--- src/rtl/decode_pkg.sv ---
// decode_pkg: shared encodings and defaults for the decode stage.
// Revision 1.0
`default_nettype none

package decode_pkg;

   localparam int REG_ADDR_W       = 3;
   localparam int LINK_REG_DEFAULT = 7;

   typedef enum logic [1:0] {
      WSEL_7_5  = 2'b00,
      WSEL_4_2  = 2'b01,
      WSEL_10_8 = 2'b10,
      WSEL_LINK = 2'b11
   } wsel_e;

   typedef enum logic [1:0] {
      IMM_5    = 2'b00,
      IMM_8    = 2'b01,
      IMM_11   = 2'b10,
      IMM_ZERO = 2'b11
   } imm_len_e;

endpackage

`default_nettype wire

--- src/rtl/regfile_bypass.sv ---
// regfile_bypass: register file, two combinational read ports, one write
// port with write-through bypass. Revision 1.0
`default_nettype none

module regfile_bypass
   import decode_pkg::*;
#(
   parameter int DATA_W   = 16,
   parameter int NUM_REGS = 8
) (
   input  logic                  clk,
   input  logic                  rst,
   input  logic                  we_i,
   input  logic [REG_ADDR_W-1:0] waddr_i,
   input  logic [DATA_W-1:0]     wdata_i,
   input  logic [REG_ADDR_W-1:0] raddr1_i,
   input  logic [REG_ADDR_W-1:0] raddr2_i,
   output logic [DATA_W-1:0]     rdata1_o,
   output logic [DATA_W-1:0]     rdata2_o
);

   logic [DATA_W-1:0] mem_q [NUM_REGS];

   always_ff @(posedge clk) begin
      if (rst) begin
         for (int i = 0; i < NUM_REGS; i++) begin
            mem_q[i] <= '0;
         end
      end else if (we_i) begin
         mem_q[waddr_i] <= wdata_i;
      end
   end

   // Same-cycle write-back is forwarded so the decode sees the new value.
   assign rdata1_o = (we_i && (waddr_i == raddr1_i)) ? wdata_i : mem_q[raddr1_i];
   assign rdata2_o = (we_i && (waddr_i == raddr2_i)) ? wdata_i : mem_q[raddr2_i];

endmodule

`default_nettype wire

--- src/rtl/decode_stage.sv ---
// decode_stage: instruction decode with register read, immediate extension,
// destination select and ID/EX pipeline register. Revision 1.0
`default_nettype none

module decode_stage
   import decode_pkg::*;
#(
   parameter int DATA_W   = 16,
   parameter int NUM_REGS = 8,
   parameter int LINK_REG = LINK_REG_DEFAULT
) (
   input  logic                  clk,
   input  logic                  rst,
   input  logic                  valid_in,
   input  logic                  stall,
   input  logic                  flush,
   input  logic [15:0]           instruc,
   input  logic [DATA_W-1:0]     seq_PC,
   input  logic [1:0]            w_reg_cont,
   input  logic                  ext_type,
   input  logic [1:0]            len_immed,
   input  logic                  wb_en,
   input  logic [REG_ADDR_W-1:0] wb_reg,
   input  logic [DATA_W-1:0]     wb_data,
   output logic                  valid_out,
   output logic [DATA_W-1:0]     seq_PC_out,
   output logic [DATA_W-1:0]     ext_out,
   output logic [DATA_W-1:0]     data_1,
   output logic [DATA_W-1:0]     data_2,
   output logic [REG_ADDR_W-1:0] rs_out,
   output logic [REG_ADDR_W-1:0] rt_out,
   output logic [REG_ADDR_W-1:0] w_reg_out
);

   localparam logic [REG_ADDR_W-1:0] C_LINK_ADDR = REG_ADDR_W'(LINK_REG);

   logic [REG_ADDR_W-1:0] w_rs, w_rt, w_dest;
   logic [DATA_W-1:0]     w_imm, w_rdata1, w_rdata2;
   logic                  w_unused_opcode;

   logic                  valid_q, valid_d;
   logic [DATA_W-1:0]     pc_q, pc_d, ext_q, ext_d, d1_q, d1_d, d2_q, d2_d;
   logic [REG_ADDR_W-1:0] rs_q, rs_d, rt_q, rt_d, wr_q, wr_d;

   assign w_rs            = instruc[10:8];
   assign w_rt            = instruc[7:5];
   assign w_unused_opcode = ^instruc[15:11];

   regfile_bypass #(
      .DATA_W   (DATA_W),
      .NUM_REGS (NUM_REGS)
   ) u_regfile (
      .clk      (clk),
      .rst      (rst),
      .we_i     (wb_en),
      .waddr_i  (wb_reg),
      .wdata_i  (wb_data),
      .raddr1_i (w_rs),
      .raddr2_i (w_rt),
      .rdata1_o (w_rdata1),
      .rdata2_o (w_rdata2)
   );

   always_comb begin
      w_imm = '0;
      case (imm_len_e'(len_immed))
         IMM_5:    w_imm = {{(DATA_W-5){ext_type & instruc[4]}},   instruc[4:0]};
         IMM_8:    w_imm = {{(DATA_W-8){ext_type & instruc[7]}},   instruc[7:0]};
         IMM_11:   w_imm = {{(DATA_W-11){ext_type & instruc[10]}}, instruc[10:0]};
         default:  w_imm = '0;
      endcase
   end

   always_comb begin
      w_dest = instruc[7:5];
      case (wsel_e'(w_reg_cont))
         WSEL_7_5:  w_dest = instruc[7:5];
         WSEL_4_2:  w_dest = instruc[4:2];
         WSEL_10_8: w_dest = instruc[10:8];
         default:   w_dest = C_LINK_ADDR;
      endcase
   end

   always_comb begin
      valid_d = valid_q;
      pc_d    = pc_q;
      ext_d   = ext_q;
      d1_d    = d1_q;
      d2_d    = d2_q;
      rs_d    = rs_q;
      rt_d    = rt_q;
      wr_d    = wr_q;
      if (flush) begin
         valid_d = 1'b0;
         pc_d    = '0;
         ext_d   = '0;
         d1_d    = '0;
         d2_d    = '0;
         rs_d    = '0;
         rt_d    = '0;
         wr_d    = '0;
      end else if (stall) begin
         // A held instruction keeps tracking write-backs to its sources.
         if (wb_en && (wb_reg == rs_q)) d1_d = wb_data;
         if (wb_en && (wb_reg == rt_q)) d2_d = wb_data;
      end else begin
         valid_d = valid_in;
         pc_d    = seq_PC;
         ext_d   = w_imm;
         d1_d    = w_rdata1;
         d2_d    = w_rdata2;
         rs_d    = w_rs;
         rt_d    = w_rt;
         wr_d    = w_dest;
      end
   end

   always_ff @(posedge clk) begin
      if (rst) begin
         valid_q <= 1'b0;
         pc_q    <= '0;
         ext_q   <= '0;
         d1_q    <= '0;
         d2_q    <= '0;
         rs_q    <= '0;
         rt_q    <= '0;
         wr_q    <= '0;
      end else begin
         valid_q <= valid_d;
         pc_q    <= pc_d;
         ext_q   <= ext_d;
         d1_q    <= d1_d;
         d2_q    <= d2_d;
         rs_q    <= rs_d;
         rt_q    <= rt_d;
         wr_q    <= wr_d;
      end
   end

   assign valid_out  = valid_q;
   assign seq_PC_out = pc_q;
   assign ext_out    = ext_q;
   assign data_1     = d1_q;
   assign data_2     = d2_q;
   assign rs_out     = rs_q;
   assign rt_out     = rt_q;
   assign w_reg_out  = wr_q;

endmodule

`default_nettype wire

--- config.mk ---
export PLATFORM = sky130hd
export DESIGN_NAME = decode_stage
export DESIGN_NICKNAME = d
export VERILOG_FILES = /design/src/rtl/decode_pkg.sv /design/src/rtl/regfile_bypass.sv /design/src/rtl/decode_stage.sv
export SDC_FILE = /design/constraint.sdc
export NUM_CORES = 1
export LEC_CHECK = 0
export ABC_AREA = 0
export CAP_MARGIN = 20
export CORE_MARGIN = 2
export CORE_UTILIZATION = 30
export CTS_CLUSTER_SIZE = 12
export DETAILED_ROUTE_END_ITERATION = 8
export GPL_TIMING_DRIVEN = 0
export SYNTH_ARGS = -nofsm -noshare
export SYNTH_HDL_FRONTEND = slang
export SYNTH_SLANG_ARGS = --single-unit
--- constraint.sdc ---
create_clock -name clk -period 3.6 [get_ports clk]
set_clock_uncertainty 0.05 [all_clocks]
set_input_delay 0.72 -clock clk [delete_from_list [all_inputs] [get_ports clk]]
set_output_delay 0.72 -clock clk [all_outputs]
set_load 0.005 [all_outputs]
---- Yosys cells after proc, flatten, opt, wreduce, memory -nomap -nowiden ----
Memory sizes are Yosys's and may differ from the RTL's.
Cells that the tools add are included.
storage, ports and cells
  memories ................................ 1
  word-level logic and storage cells ...... 46
  RAM bits ................................ 128
  input bits .............................. 62
  register bits ........................... 74
  output and inout port bits .............. 74
memory list
  name             words  width  read ports  clocked after memory_dff  write ports  line                  RTL
  u_regfile.mem_q  8      16     2           0                         8            regfile_bypass.sv:22  logic [DATA_W-1:0] mem_q [NUM_REGS];
cells by class
  muxes and demuxes ....................... 16
  bitwise logic cells ..................... 3
  reduce and logical (&&, ||, !) cells .... 8
  eq/ne operators ......................... 10
operator list
  kind                                            count
  two-way mux 16 bit                              7
  one-hot mux 16 bit (3 select lines)             1
  OR reduction 16 bit                             1
  == test 3 bit                                   4
  one-hot mux 3 bit (3 select lines)              1
  two-way mux 1 bit                               6
  == test 2 x 1 -> 1 bit (second input constant)  2
  == test 2 bit (second input constant)           2
  logical AND 1 bit                               4
  logical NOT 2 bit                               2
  != test 2 x 1 -> 1 bit (second input constant)  2
  bitwise AND 1 bit                               3
  two-way mux 3 bit                               1
  OR reduction 2 bit                              1

---- Depth between registers and ports, before layout ----
Gate-level depths: netlist of run 1.
  depth in word-level cells ............... 5
  depth in mapped cells ................... 6
  gate-level depth less buffers ........... 4

---- By module ----
A second synthesis of run 1 with hierarchy kept.
second synthesis, totals
  cells, all modules ...................... 782
  area total of the unflattened synthesis .. 10679.0 um2
by module, submodules not included
  module          area each (um2)  cells an instance  times used
  regfile_bypass  7453.4           445                1
  decode_stage    3225.6           337                1

---- Least setup slack after synthesis of run 1 ----
OpenSTA, ideal clock, no wires.
  kind .................................... input-to-reg
  start point ............................. in wb_reg[2]
  end point ............................... mem u_regfile.mem_q[1][0] (enable)
  cell stages on the path ................. 4
  data arrival time ....................... 1.876 ns
  setup time .............................. 0.334 ns
  setup slack ............................. 1.340 ns
  path through ............................ buf_2 > or3b_1 > nor2_1 > or2_2
RTL lines
  item         line                  RTL
  from (decl)  decode_stage.sv:23    input logic [REG_ADDR_W-1:0] wb_reg,
  to (decl)    regfile_bypass.sv:22

==> results by group, run 1 <==
Drt
  • WL final: about 29000 um
  • DRC: 0
  • DRT antenna net count: 0
  • WL per Instance: between 20 and 25 um
  • DRT iter0 DRCs: between 500 and 600
  • Vias: around 6600
  • Mean number of vias per cell: 5.27
  • DRT Pass-1 Iters: 5

Synth
  • YS warnings: 0
  • Top FF cell, synth: edfxtp_1
  • Post-synth EDFFs: 128
  • Mean Syn Cell Area: about 14 um^2
  • Synth unique cells: 42
  • Yosys reg bits: 198
  • Top cell type's share of synthesized area: 0.398
  • Post-Syn Nets: roughly 760
  • Largest area contributor in the netlist: edfxtp_1
  • FFs w/ async S/R, synth: 0
  • Cell area after synthesis: between 0.009 and 0.01 mm^2
  • Synth area leaders: edfxtp_1, mux4_2, dfxtp_1
  • Register area share after synthesis: 0.543
  • Post-Syn Instances: 700

Global routing
  • Gr usage total: 0.175
  • Initial antenna violation count: 0
  • Number of global-route vias before repair: about 6600
  • Pin count of the biggest net entering global routing: 18
  • Grt ovf: 0
  • First-pass GRT wire length: around 42000 um

Finish
  • N_diodes: 0
  • Synth-to-Final Area Change: 23.8%
  • Most common cell after layout, fill and taps aside: and2_1
  • Commonest non-fill, non-tap cells in the layout: and2_1, edfxtp_1, clkdlybuf4s50_1
  • Nets: around 900
  • Layout cells sized above 1: 0.181
  • Layout Cells excl Fill: roughly 1300

Clock network
  • CTS resizes: 0
  • Post-CTS setup buffers: 0
  • CTS tree: yes
  • CTS root buf: clkbuf_16
  • Post-cts hold buffer count: 0
  • Clk sink count: about 200
  • Cts bufs inserted: 17
  • CTS H-Tree Depth: 4
  • Clock slew seen by the registers of the worst setup and hold paths: around 70 ps
  • Clock Tree Buf Depth: 2
  • Worst-Skew Late Latency: roughly 440 ps

Hold path
  • Worst hold path class: reg -> reg
  • Worst Hold Depth: 2

Floorplan
  • Core box area: ~0.032 mm^2
  • Die W: 183 um
  • Initial Util: 0.305
  • Io pins: ~140
  • Die ar.: 0.0336 mm^2
  • Num rows: 65
  • Die span in y: ~180 um

Timing
  • Fin crit period: 3150 ps
  • Fin. max-slew vios: 0
  • Unrepaired setup endpoints after global routing: no
  • WHS: around 410 ps
  • Final Setup Violations: 0
  • Slew HR: 0.280
  • Final period util: 0.875
  • Final Hold Viols: 0
  • Worst slew pin tran: around 1100 ps
  • F_max: ~0.32 GHz
  • Post-Route Setup TNS: 0 ps

Critical path
  • CP Capture Type: register
  • Worst EP arrival: ~3200 ps
  • Req. time, crit path: between 3000 and 4000 ps
  • Setup crit start kind: input pin
  • CP Max Fanout: 16
  • R2R cell count: 4
  • Critical path type: in -> reg

Power and ir drop
  • Leak: roughly 0.0042 uW
  • PwrDens: roughly 440 mW/mm^2
  • Worst VDD drop: approximately 280 uV

Status
  • Status: completed

Placed design
  • HPWL Detailed: around 19000 um
  • Gpl congestion: around 0.76
  • Cell count after placement: ~1200
  • Number of port buffers: ~120

Flow run
  • Max-cap violations: 0
==> report_power, final <==
| part | internal [uW] | switching [uW] | total (uW) |
|---|---|---|---|
| Combinational | 343 | 351 | 694 |
| Sequential | 2540 | 64.2 | 2610 |
| Clock | 1030 | 897 | 1920 |
==> path summary, 6_finish.rpt <==
check | start | endpoint | slack [ps]
min reg2reg | w_reg_out[0] | w_reg_out[0] | 410
max | wb_en | u_regfile.mem_q[1][14] | 450
max reg2reg | rs_out[2] | data_1[5] | 1500
min | w_reg_out[0] | w_reg_out[0] | 410
==> critical path: stages <==
cell and delay, ps:
clkdlybuf4s50_1 660, or3b_1 470, nor2_1 660, or2_2 650
==> per-stage QoR <==
stage	utilization	worst slack, ps	total power [uW]	cell area, um^2
floorplan	-	1340	3040	9650
global placement	0.359	57.9	3340	11400
detailed placement	0.359	29.7	3350	11400
CTS	0.378	484	5250	11900
global route	0.378	387	5400	11900
finish	0.378	449	5230	11900
==> sequential cells by signal, summed over array words and instances, names as in the netlist, 3 cells and up <==
| register | cells |
|---|---|
| u_regfile.mem_q | 128 |
| data_1 | 16 |
| data_2 | 16 |
| seq_PC_out | 16 |
| ext_out | 12 |
| rs_out | 3 |
| rt_out | 3 |
| w_reg_out | 3 |
==> logic make-up (layout without fill, tap and decap cells) <==
group,after synthesis,in the layout,synth area share
buffers and inverters,61,214,0.0312
xor gates and xnor gates,13,13,0.0126
and+or+nand+nor,207,207,0.124
DFF,198,198,0.543
AOI/OAI and AO/OA,95,95,0.0749
muxes,126,126,0.214
==> metal layers <==
| metal | wire length [um] | track usage |
|---|---|---|
| met1 | 12100 | 0.220 |
| met2 | 14500 | 0.302 |
| met3 | 2210 | 0.0365 |
| met4 | 519 | 0.0518 |
| met5 | 0 | 0 |
==> synthesized netlist by cell type, types with 3 or more instances <==
library cell,number
and2_1,132
or2_2,9
o221a_1,10
mux2i_1,60
a21oi_1,36
buf_1,8
edfxtp_1,128
nand2b_1,5
nand2_1,11
xnor2_1,9
buf_2,13
o221a_2,18
a211oi_1,4
o221ai_1,3
a22oi_1,8
xor2_1,3
o21ai_0,9
mux4_2,64
nor2_1,40
clkbuf_1,25
dfxtp_1,70
buf_4,11
==> final cells by class <==
cell class,count,area [um^2]
flip-flops and latches,198,5250
clock inverters,15,154
multi-input cells,441,4110
well taps,402,503
inverters,2,7.51
repair buffers,121,1210
plain buffers,59,294
clock buffers,17,425
fillers,3022,19700
Power figures use the tool's default switching activity.
==> run 2, diff against run 1 <==
--- a/config.mk
+++ b/config.mk
@@ -5,10 +5,10 @@
 export SDC_FILE = /design/constraint.sdc
 export NUM_CORES = 1
 export LEC_CHECK = 0
-export ABC_AREA = 0
 export CAP_MARGIN = 20
 export CORE_MARGIN = 2
 export CORE_UTILIZATION = 30
+export CTS_BUF_LIST = sky130_fd_sc_hd__clkbuf_8
 export CTS_CLUSTER_SIZE = 12
 export DETAILED_ROUTE_END_ITERATION = 8
 export GPL_TIMING_DRIVEN = 0
==> constraint.sdc (replaced) <==
create_clock -name clk -period 3.1 [get_ports clk]
set_clock_uncertainty 0.05 [all_clocks]
set_input_delay 0.62 -clock clk [delete_from_list [all_inputs] [get_ports clk]]
set_output_delay 0.62 -clock clk [all_outputs]
set_load 0.005 [all_outputs]
==> run 2 against run 1 <==
  * Critical endpoint unchanged
  * Highest routed layer unchanged
  * Global-route usage down 0.086 points
  * Die area unchanged
  * Register-to-register slack got worse by 540 ps
  * Hold slack gained 3.2 ps
  * Via count about the same
==> results by group, run 2 (synthesis results as in run 1) <==
Critical path
  • Worst EP arrival: 3060 ps (was 3170 ps)
  • CP Capture Type: register (unchanged)
  • CP Max Fanout: 16 (unchanged)
  • Critical path type: in -> reg (unchanged)
  • Setup crit start kind: input pin (unchanged)
  • Req. time, crit path: 3170 ps (was 3620 ps)

Finish
  • Final Cell Area: 0.0118 mm^2 (was 0.0119 mm^2)
  • Max reg flops: 128 (unchanged)
  • Layout cells sized above 1: 0.181 (unchanged)
  • Synth-to-Final Area Change: 21.8% (was 23.8%)
  • N_diodes: 0 (unchanged)
  • Most common cell after layout, fill and taps aside: and2_1 (unchanged)
  • Commonest non-fill, non-tap cells in the layout: and2_1, edfxtp_1, clkdlybuf4s50_1 (unchanged)
  • Top reg by flops: u_regfile.mem_q (unchanged)
  • Nets: 902 (unchanged)

Timing
  • Final period util: 0.965
  • Worst slew pin tran: 1030 ps (was 1070 ps)
  • Final Hold Viols: 0 (unchanged)
  • Min setup slack post-route: 109 ps (was 449 ps)
  • Slew HR: 0.306 (was 0.280)
  • F_max: ~0.33 GHz
  • Post-Route Setup TNS: 0 ps (unchanged)
  • Fin. max-slew vios: 0 (unchanged)
  • Unrepaired setup endpoints after global routing: no (unchanged)
  • Final Setup Violations: 0 (unchanged)
  • Fin crit period: 2990 ps

Placed design
  • Placement Cell Area: 0.0114 mm^2 (unchanged)
  • Gpl congestion: 0.758 (unchanged)
  • Number of port buffers: 121 (unchanged)
  • Pre-CTS setup slack: -370 ps (was 29.7 ps)
  • HPWL Detailed: 19400 um (unchanged)

Global routing
  • Grt ovf: 0 (unchanged)
  • Gr usage total: 0.174 (was 0.175)
  • Pin count of the biggest net entering global routing: 18 (unchanged)
  • First-pass GRT wire length: 42200 um (was 42400 um)
  • Number of global-route vias before repair: 6638 (unchanged)
  • Initial antenna violation count: 0 (unchanged)

Drt
  • DRC: 0 (unchanged)
  • DRT iter0 DRCs: 676 (was 597)
  • DRT antenna net count: 0 (unchanged)
  • WL per Instance: 23.4 um (about the same)
  • WL final: 29400 um (was 29300 um)
  • Mean number of vias per cell: 5.27 (about the same)
  • Vias: 6610 (was 6609)
  • DRT Pass-1 Iters: 5 (unchanged)

Clock network
  • Clock Tree Buf Depth: 2 (unchanged)
  • Post-cts hold buffer count: 0 (unchanged)
  • Cts bufs inserted: 17 (unchanged)
  • CTS resizes: 0 (unchanged)
  • CTS tree: yes (unchanged)
  • CTS H-Tree Depth: 4 (unchanged)
  • Clock slew seen by the registers of the worst setup and hold paths: 90 ps (was 70 ps)
  • Clk sink count: 198 (unchanged)
  • CTS root buf: clkbuf_8 (was clkbuf_16)
  • Post-CTS setup buffers: 0 (unchanged)
  • Worst-Skew Late Latency: 480 ps (was 440 ps)

Floorplan
  • Die W: 183 um (unchanged)
  • Initial Util: 0.305 (unchanged)
  • Die span in y: 183 um (unchanged)
  • Core box area: 0.0316 mm^2 (unchanged)
  • Die ar.: 0.0336 mm^2 (unchanged)
  • Io pins: 136 (unchanged)
  • Num rows: 65 (unchanged)

Flow run
  • Max-cap violations: 0 (unchanged)

Power and ir drop
  • Leak: 0.00411 uW (was 0.00420 uW)
  • Worst VDD drop: 238 uV (was 275 uV)
  • Total power: 5530 uW (was 5230 uW)
  • PwrDens: 470 mW/mm^2 (was 437 mW/mm^2)

Hold path
  • Worst hold path class: reg -> reg (unchanged)

Status
  • Status: completed (unchanged)
[run 2: cell types whose count changed in the layout (fill, tap and decap cells not counted)]
| cell | before | now |
|---|---|---|
| clkbuf_16 | 17 | 0 |
| clkbuf_8 | 0 | 17 |
[run 2: per-layer routing]
layer  wire (um)  share of wire  vias to the layer above  global-route usage
met3        2120          0.072                       35              0.0336
li1            -              -                     2926                   -
met4         597          0.020                        0              0.0554
met2       14500           0.49                      292               0.300
met1       12200           0.41                     3357               0.220
met5           0              0                        -                   0
[run 2: worst max-delay path: stages]
cell             delay, ps
clkdlybuf4s50_1        660
or3b_1                 470
nor2_1                 660
or2_2                  650
[run 2: final timing paths]
check	to	start	cells past startpoint	slack, ps
setup reg to reg	data_1[10]	rs_out[1]	4	960
hold / removal	w_reg_out[0]	w_reg_out[0]	2	410
hold reg to reg	w_reg_out[0]	w_reg_out[0]	2	410
setup / recovery	u_regfile.mem_q[1][14]	wb_en	4	110
[run 2: stage by stage]
step                       util  instances  hold WS, ps
after floorplan               -        700          398
after global placement    0.359       1223          397
after detailed placement  0.359       1223          406
after CTS                 0.372       1255          420
after global routing      0.372       1255          457
final                     0.372       1255          412
[run 2: cell type report]
type / instances / area, um^2
inverter: 2 / 7.51
multi-input combinational: 441 / 4110
fill: 3033 / 19900
tap: 402 / 503
clock buffer: 17 / 234
buffer: 59 / 294
sequential: 198 / 5250
timing repair buffer: 121 / 1210
clock inverter: 15 / 154
[run 2: power by group]
part	switching, uW	leakage (uW)	internal, uW
Clock	977	0.000185	720
Sequential	75.4	0.00180	2950
Combinational	410	0.00213	398
==> run 3, diff against run 2 <==
--- a/config.mk
+++ b/config.mk
@@ -6,7 +6,6 @@
 export NUM_CORES = 1
 export LEC_CHECK = 0
 export CAP_MARGIN = 20
-export CORE_MARGIN = 2
 export CORE_UTILIZATION = 30
 export CTS_BUF_LIST = sky130_fd_sc_hd__clkbuf_8
 export CTS_CLUSTER_SIZE = 12
==> run 3 against run 2 <==
  * Via count grew 0.54%
  * Highest routed layer unchanged
  * Sequential share of layout area is essentially flat
  * Hold slack improved by 8.5 ps
  * Total power shrank 0.57%
  * Clock power is essentially flat
  * Wire length down 1.9%
  * Design area hardly changed
  * Worst setup slack lost 42 ps
==> results by group, run 3 (synthesis results as in run 1) <==
Status
  • Status: completed (unchanged)

Clock network
  • Cts bufs inserted: 17 (unchanged)
  • Post-CTS setup buffers: 0 (unchanged)
  • Clock Tree Buf Depth: 2 (unchanged)
  • CTS tree: yes (unchanged)
  • Post-cts hold buffer count: 0 (unchanged)
  • Worst-Skew Late Latency: 490 ps (was 480 ps)
  • CTS H-Tree Depth: 4 (unchanged)
  • Clock slew seen by the registers of the worst setup and hold paths: 110 ps (was 90 ps)
  • Clk sink count: 198 (unchanged)
  • CTS root buf: clkbuf_8 (unchanged)

Finish
  • Layout cells sized above 1: 0.182 (was 0.181)
  • Top reg by flops: u_regfile.mem_q (unchanged)
  • Final Util: 0.371 (was 0.372)
  • N_diodes: 0 (unchanged)
  • Synth-to-Final Area Change: 21.7% (was 21.8%)
  • Commonest non-fill, non-tap cells in the layout: and2_1, edfxtp_1, clkdlybuf4s50_1 (unchanged)
  • Nets: 902 (unchanged)
  • Max reg flops: 128 (unchanged)
  • Fillers: 3050 (was 3033)
  • Most common cell after layout, fill and taps aside: and2_1 (unchanged)

Power and ir drop
  • Leak: 0.00412 uW (was 0.00411 uW)
  • Int Power: 4010 uW (was 4070 uW)
  • Worst VDD drop: 222 uV (was 238 uV)
  • PwrDens: 468 mW/mm^2 (was 470 mW/mm^2)
  • Sequential power share: 0.550 (was 0.547)
  • Gate power share: 0.146 (about the same)
  • Switch share: 0.272 (was 0.264)
  • Clk pwr share: 0.304 (was 0.307)
  • Sw Pwr: 1490 uW (was 1460 uW)

Critical path
  • Worst R2R Start: rs_out[0] (was rs_out[1])
  • Worst EP arrival: 3100 ps (was 3060 ps)
  • Crit-path slowest cell: nor2_1 (was clkdlybuf4s50_1)
  • CP Capture Type: register (unchanged)
  • CP delay by family, top: simple AND/OR/NAND/NOR gates (unchanged)
  • CP cell instances: clkdlybuf4s50_1 -> or3b_1 -> nor2_1 -> or2_2 (unchanged)
  • Critical path type: in -> reg (unchanged)
  • CP Max Fanout: 16 (unchanged)
  • Req. time, crit path: 3170 ps (about the same)
  • WP buf/inv: 1 (unchanged)
  • Worst setup path start: wb_en (unchanged)
  • Setup crit start kind: input pin (unchanged)
  • CP max stage delay: 690 ps (was 660 ps)

Timing
  • Unrepaired setup endpoints after global routing: no (unchanged)
  • Post-Route Setup TNS: 0 ps (unchanged)
  • Slew HR: 0.272 (was 0.306)
  • Final Setup Violations: 0 (unchanged)
  • Fin crit period: 3030 ps (was 2990 ps)
  • Final period util: 0.978 (was 0.965)
  • F_max: 0.330 GHz (was 0.334 GHz)
  • Fin. max-slew vios: 0 (unchanged)
  • Final Hold Viols: 0 (unchanged)
  • Worst slew pin tran: 1080 ps (was 1030 ps)

Drt
  • Vias: 6646 (was 6610)
  • DRT Pass-1 Iters: 4 (was 5)
  • DRC: 0 (unchanged)
  • DRT antenna net count: 0 (unchanged)
  • DRT iter0 DRCs: 478 (was 676)
  • WL per Instance: 23.0 um (was 23.4 um)
  • Mean number of vias per cell: 5.30 (was 5.27)
  • WL final: 28800 um (was 29400 um)

Global routing
  • First-pass GRT wire length: 42900 um (was 42200 um)
  • Initial antenna violation count: 0 (unchanged)
  • Grt ovf: 0 (unchanged)
  • Number of global-route vias before repair: 6762 (was 6638)
  • Gr usage total: 0.179 (was 0.174)
  • Pin count of the biggest net entering global routing: 19 (was 18)

Placed design
  • Number of port buffers: 121 (unchanged)
  • Gpl congestion: 0.793 (was 0.758)
  • HPWL Detailed: 19300 um (was 19400 um)

Floorplan
  • Initial Util: 0.305 (unchanged)
  • Io pins: 136 (unchanged)
  • Die span in y: 181 um (was 183 um)
  • Core box area: 0.0316 mm^2 (unchanged)
  • Num rows: 65 (unchanged)
  • Die W: 181 um (was 183 um)
  • Die ar.: 0.0329 mm^2 (was 0.0336 mm^2)

Hold path
  • Worst Min Path Start: w_reg_out[0] (unchanged)
  • Worst hold path class: reg -> reg (unchanged)

Flow run
  • Max-cap violations: 0 (unchanged)
==> run 3: cell type report <==
cell class                 instances  area [um^2]  area share
sequential                       198         5250       0.446
multi-input combinational        441         4110       0.350
timing repair buffer             121         1210       0.103
tap                              402          503      0.0428
buffer                            59          294      0.0250
clock buffer                      17          234      0.0199
clock inverter                    15          145      0.0124
inverter                           2         7.51    0.000639
==> run 3: per-layer routing <==
| metal | share of wire | up-vias | GRT usage | routed length (um) |
|---|---|---|---|---|
| li1 | - | 2932 | - | - |
| met5 | 0 | - | 0 | 0 |
| met3 | 0.071 | 37 | 0.0335 | 2050 |
| met2 | 0.48 | 283 | 0.294 | 13800 |
| met1 | 0.43 | 3394 | 0.236 | 12400 |
| met4 | 0.018 | 0 | 0.0610 | 516 |
==> run 3: power groups by stage <==
stage          Combinational, uW  Clock, uW  Sequential (uW)
5_1_grt                      855       1770             3040
4_1_cts                      808       1690             3030
3_3_place_gp                 800          0             3080
3_5_place_dp                 804          0             3090
2_1_floorplan                464          0             3060
6_report                     802       1670             3030
==> run 3: per-stage QoR <==
stage	instance area (um^2)	total power, uW	setup slack, ps	hold slack, ps	std cells
global route	11800	5670	18.2	477	1255
floorplan	9650	3530	940	398	700
CTS	11700	5520	101	424	1255
finish	11800	5500	67.8	420	1255
global placement	11400	3880	-379	395	1223
detailed placement	11400	3890	-414	409	1223
==> run 3: final timing paths <==
check                                 to  slack [ps]  cells after the start
setup / recovery  u_regfile.mem_q[1][10]          70                      4
hold / removal              w_reg_out[0]         420                      2
hold reg to reg             w_reg_out[0]         420                      2
setup reg to reg              data_1[12]         950                      4
==> run 3: what timing repair did <==
action / 4_1_cts / 5_1_grt
hold endpoints to repair: 0 / 0
gates resized for setup: 0 / 1
setup endpoints to repair: 0 / 7
==> run 3: tightest hold or removal path: cells and delay by family (launching register included) <==
kind,cells,cell delay [ps]
flip-flops,1,330
AND/OR/NAND/NOR,1,50
AO/OA/AOI/OAI,1,50
